**src/rtl/fifo_uart_drain.sv**
```systemverilog
// rtl/fifo_uart_drain.sv - Pops FIFO words and serialises them MSB byte first onto a UART
//
// Optional feature macro: DRAIN_OVF_MARK_EN
//   When defined, a fifo_ovf pulse sets a sticky pending flag, and one
//   OVF_MARKER byte is sent from IDLE (ahead of FIFO data) to flag the loss.
//
// Parameters:
//   DATA_WIDTH  FIFO word width, multiple of 8 in 8..64
//   OVF_MARKER  byte sent after a FIFO overflow (macro builds only)
//
// Ports:
//   clk            reference clock shared with FIFO and UART
//   rst            asynchronous active-low reset
//   enable         drain permitted, sampled only in IDLE
//   fifo_rd_en     single-cycle FIFO read strobe (FETCH only)
//   fifo_rd_DATA   FIFO output word, valid the cycle after fifo_rd_en
//   fifo_rd_empty  FIFO empty flag
//   fifo_ovf       FIFO overflow pulse
//   tx_DATA        byte to transmit, held from tx_start until tx_busy falls
//   tx_start       single-cycle transmit request
//   tx_busy        UART busy, rises the cycle after tx_start
//   busy           high whenever the controller is not in IDLE

module fifo_uart_drain #(
    parameter int         DATA_WIDTH = 16,
    parameter logic [7:0] OVF_MARKER = 8'hA5
) (
    input  logic                  clk,
    input  logic                  rst,
    input  logic                  enable,
    output logic                  fifo_rd_en,
    input  logic [DATA_WIDTH-1:0] fifo_rd_DATA,
    input  logic                  fifo_rd_empty,
    input  logic                  fifo_ovf,
    output logic [7:0]            tx_DATA,
    output logic                  tx_start,
    input  logic                  tx_busy,
    output logic                  busy
);

    localparam int BYTES = DATA_WIDTH / 8;
    localparam int CNT_W = (BYTES > 1) ? $clog2(BYTES) : 1;

    localparam logic [2:0] S_IDLE  = 3'd0;
    localparam logic [2:0] S_FETCH = 3'd1;
    localparam logic [2:0] S_LOAD  = 3'd2;
    localparam logic [2:0] S_SEND  = 3'd3;
    localparam logic [2:0] S_HOLD  = 3'd4;
    localparam logic [2:0] S_WAIT  = 3'd5;
`ifdef DRAIN_OVF_MARK_EN
    localparam logic [2:0] S_MARK  = 3'd6;
`endif

    logic [2:0]            state;
    logic [DATA_WIDTH-1:0] shift_r;
    logic [CNT_W-1:0]      byte_cnt;

    // Decoded straight from the state register, so the read strobe can only
    // exist in FETCH, which is entered only when the FIFO reported data.
    assign fifo_rd_en = (state == S_FETCH);
    assign busy       = (state != S_IDLE);

`ifdef DRAIN_OVF_MARK_EN
    logic ovf_pend;

    // Set has priority over clear: an overflow landing in the same cycle as
    // the marker launch leaves the flag up so a second marker follows.
    always_ff @(posedge clk or negedge rst) begin
        if (!rst) begin
            ovf_pend <= 1'b0;
        end else if (fifo_ovf) begin
            ovf_pend <= 1'b1;
        end else if (state == S_MARK && !tx_busy) begin
            ovf_pend <= 1'b0;
        end
    end
`else
    logic unused_ovf;
    assign unused_ovf = ^{fifo_ovf, OVF_MARKER};
`endif

    always_ff @(posedge clk or negedge rst) begin
        if (!rst) begin
            state    <= S_IDLE;
            shift_r  <= '0;
            byte_cnt <= '0;
            tx_DATA  <= 8'h00;
            tx_start <= 1'b0;
        end else begin
            tx_start <= 1'b0;
            case (state)
                S_IDLE: begin
`ifdef DRAIN_OVF_MARK_EN
                    if (ovf_pend && enable) begin
                        state <= S_MARK;
                    end else
`endif
                    if (enable && !fifo_rd_empty) begin
                        state <= S_FETCH;
                    end
                end
                S_FETCH: begin
                    state <= S_LOAD;
                end
                S_LOAD: begin
                    shift_r  <= fifo_rd_DATA;
                    byte_cnt <= CNT_W'(BYTES - 1);
                    state    <= S_SEND;
                end
                S_SEND: begin
                    if (!tx_busy) begin
                        tx_DATA  <= shift_r[DATA_WIDTH-1 -: 8];
                        tx_start <= 1'b1;
                        state    <= S_HOLD;
                    end
                end
                // The UART only raises tx_busy the cycle after tx_start, so
                // its value here is stale and must not end the byte early.
                S_HOLD: begin
                    state <= S_WAIT;
                end
                S_WAIT: begin
                    if (!tx_busy) begin
                        if (byte_cnt == '0) begin
                            state <= S_IDLE;
                        end else begin
                            shift_r  <= shift_r << 8;
                            byte_cnt <= byte_cnt - CNT_W'(1);
                            state    <= S_SEND;
                        end
                    end
                end
`ifdef DRAIN_OVF_MARK_EN
                // Zero count makes WAIT return to IDLE after the lone marker.
                S_MARK: begin
                    if (!tx_busy) begin
                        tx_DATA  <= OVF_MARKER;
                        tx_start <= 1'b1;
                        byte_cnt <= '0;
                        state    <= S_HOLD;
                    end
                end
`endif
                default: begin
                    state <= S_IDLE;
                end
            endcase
        end
    end

endmodule
```
**config.mk**
```make
export PLATFORM = sky130hd
export DESIGN_NAME = fifo_uart_drain
export DESIGN_NICKNAME = d
export VERILOG_FILES = /design/src/rtl/fifo_uart_drain.sv
export SDC_FILE = /design/constraint.sdc
export NUM_CORES = 1
export LEC_CHECK = 0
export ABC_AREA = 1
export CAP_MARGIN = 0
export CELL_PAD_IN_SITES_DETAIL_PLACEMENT = 1
export CELL_PAD_IN_SITES_GLOBAL_PLACEMENT = 1
export CORE_MARGIN = 8
export CORE_UTILIZATION = 31
export DETAILED_ROUTE_END_ITERATION = 10
export PLACE_DENSITY_LB_ADDON = 0.1
export SYNTH_ARGS = -nofsm -noshare
export SYNTH_HDL_FRONTEND = slang
export SYNTH_SLANG_ARGS = --single-unit
```
**constraint.sdc**
```tcl
create_clock -name clk -period 1.3 [get_ports clk]
set_clock_uncertainty 0.05 [all_clocks]
set_input_delay 0.39 -clock clk [delete_from_list [all_inputs] [get_ports clk]]
set_output_delay 0.39 -clock clk [all_outputs]
set_load 0.05 [all_outputs]
```
==> run metrics <==
family with the most delay on the worst path flip-flops; Crit-path slowest cell dfrtp_1; main combinational cell family by area after synthesis simple AND/OR/NAND/NOR gates; hold crit path type in -> async; CTS tree yes; RSZ-0062 raised after global routing true; Cell Area, Synth 1310 sq um; dpl cells 261; clock latency on the worst-skew pair 290 ps; gr usage total 13.3%; Area Overhead vs Synth 84.8%; Synth Area in Adders 0%; Final setup viols 30; Die X 81.1 um; worst endpoint required time 860 ps; Compound-Gate Fraction of Synth Area 1.05%; outcome finished with violations; xor/xnor share of the synthesized area 0%; Period minus WS final 1580 ps; sequential area share after synthesis 55.2%; worst path buffer plus inverter count 3; Synth Net Count 187; setup TNS -4210 ps; post-route ant nets 0; CTS HTree Levels 2; peak supply drop 1360 uV; setup ws final -284 ps; post-synthesis mux area share 0%; ANT cells 0; YS warnings 0; WS Path Type reg -> out; Synth Area in Simple Gates 39.0%; Worst Path Max Fanout 4; vias 1386; DR vias/cell 4.80; total power draw 0.00656 W; Primary FF master, synth dfrtp_1; vias in the first global route 1455; fin. max-slew vios 0; leakage 1.23 nW; IO Pins 33; 1st-iter DRT viols 15; wl on met1 1.86 mm; row count 23; initial antenna violation count 0; CP Data Arrival Time 1140 ps; grt total ovfl 0; PwrDens 2700 nW/um^2; CTS buffer count 5; Synth Register Bits 29; placed cell area 1950 sq um; CTS sink count 29; Least-Margin Pin Slew 190 ps; Max Freq 631 MHz; Port Buffers 31; crit-path cells inv_2 > nand3_4 > clkinvlp_4 > buf_12; WL/cell 15.2 um; async set or reset register ratio after synthesis 100%; Synth cell types 15; share of the synthesized area in the top cell type 55.2%; TritonRoute pass-1 iters 4; most instantiated cells after synthesis nand2_1 (89), dfrtp_1 (29), nand3_1 (13); Die Height 81.1 um; clk buf depth 2; Max Cap Violations 0; Crit. End Element output port; met3 wire length 211 um; worst rel slew slack 87.3%; share of layout cells above drive strength 1 43.5%; Die ar. 6580 sq um; largest net degree at the start of global routing 30; clock transition time at the flip-flop clock pins of the worst setup and hold paths 70 ps; syn_area_per_cell 7.96 sq um; violated checks negative setup slack; EDFF count, synth 0; first-pass GRT wire length 6.75 mm; met2 WL 2.25 mm; Max Used Layer met4; Nets 260; Synth Instances 165; hold_buf cts 0; crit path launch type flop; dominant cells by area after synthesis dfrtp_1 (55%), nand2_1 (25%), nand3_1 (5.0%); Core Region 4030 sq um; DP HPWL 2.88 mm; DRC Markers 0; largest area contributor in the netlist dfrtp_1; routed wire length 4.39 mm; Starting Density 32.6%; top-count cell post-synth nand2_1; Worst path max stage delay 390 ps; Hold Vio Cnt, Final 0; RePlAce Congestion 0.761; final instance area 2430 sq um; final cycle utilization of the critical path 122%; Root Driver clkbuf_8; Post-Layout Cell Count 289
## cells by family (layout without fill, tap and decap cells)
| kind of cell | after synthesis | count (layout) |
|---|---|---|
| and+or+nand+nor | 120 | 120 |
| DFF | 29 | 29 |
| buffers and inverters | 14 | 88 |
| AOI/OAI and AO/OA | 2 | 2 |
## state kept, by name (all words and copies together), names as in the netlist
| name | count |
|---|---|
| state | 3 |
| shift_r | 16 |
| tx_start | 1 |
| byte_cnt | 1 |
| tx_DATA | 8 |
## cells in the final DEF (no fill, tap or decap), drive strengths merged
cell type,n
buf,49
clkbuf,6
clkdlybuf4s50,19
clkinv,2
clkinvlp,2
dfrtp,29
dlygate4sd2,1
inv,9
nand2,91
nand3,14
nand4,11
nor2,4
o211ai,1
o22ai,1
## worst paths after layout
kind	from	endpoint	slack [ps]	cells after the start
worst min register to register	shift_r[4]	shift_r[4]	430	2
min in group clk	shift_r[4]	shift_r[4]	430	2
worst min-delay path	rst	shift_r[15]	410	2
max in group asynchronous	rst	state[0]	610	2
worst max register to register	state[2]	shift_r[13]	-180	9
worst max-delay path	state[2]	fifo_rd_en	-280	4
## power by group
group | internal, W | switching [W] | total (W)
logic | 0.00200 | 0.00208 | 0.00408
registers | 0.00132 | 0.000429 | 0.00175
clock network | 0.000368 | 0.000366 | 0.000734
total | 0.00368 | 0.00287 | 0.00656
## per-stage QoR
stage | setup slack (ps) | hold slack [ps] | util (%)
2_1_floorplan | -31.6 | 44.4 | -
3_3_place_gp | -290 | 408 | 48.5
3_5_place_dp | -324 | 408 | 48.5
4_1_cts | -258 | 419 | 53.8
5_1_grt | -323 | 418 | 60.2
6_report | -284 | 408 | 60.2
## area by class of cell
cell class,instances,area (sq um)
Clock buffer,5,68.8
Clock inverter,3,17.5
Fill cell,458,1600
Inverter,10,56.3
Multi-Input combinational cell,122,722
Sequential cell,29,727
Tap cell,50,62.6
Timing Repair Buffer,70,773
## routing by layer
layer / track usage, % / vias to the layer above
met4: 4.29 / 0
met2: 23.1 / 28
li1: - / 671
met5: 0 / -
met3: 5.08 / 6
met1: 14.6 / 681
## timing repair
| action | in CTS | in global routing |
|---|---|---|
| cloned | 0 | 1 |
| gates resized for setup | 14 | 50 |
| pin swaps | 5 | 12 |
| buffers inserted | 11 | 9 |
| setup endpoints to repair | 22 | 38 |
Power figures use the tool's default switching activity.
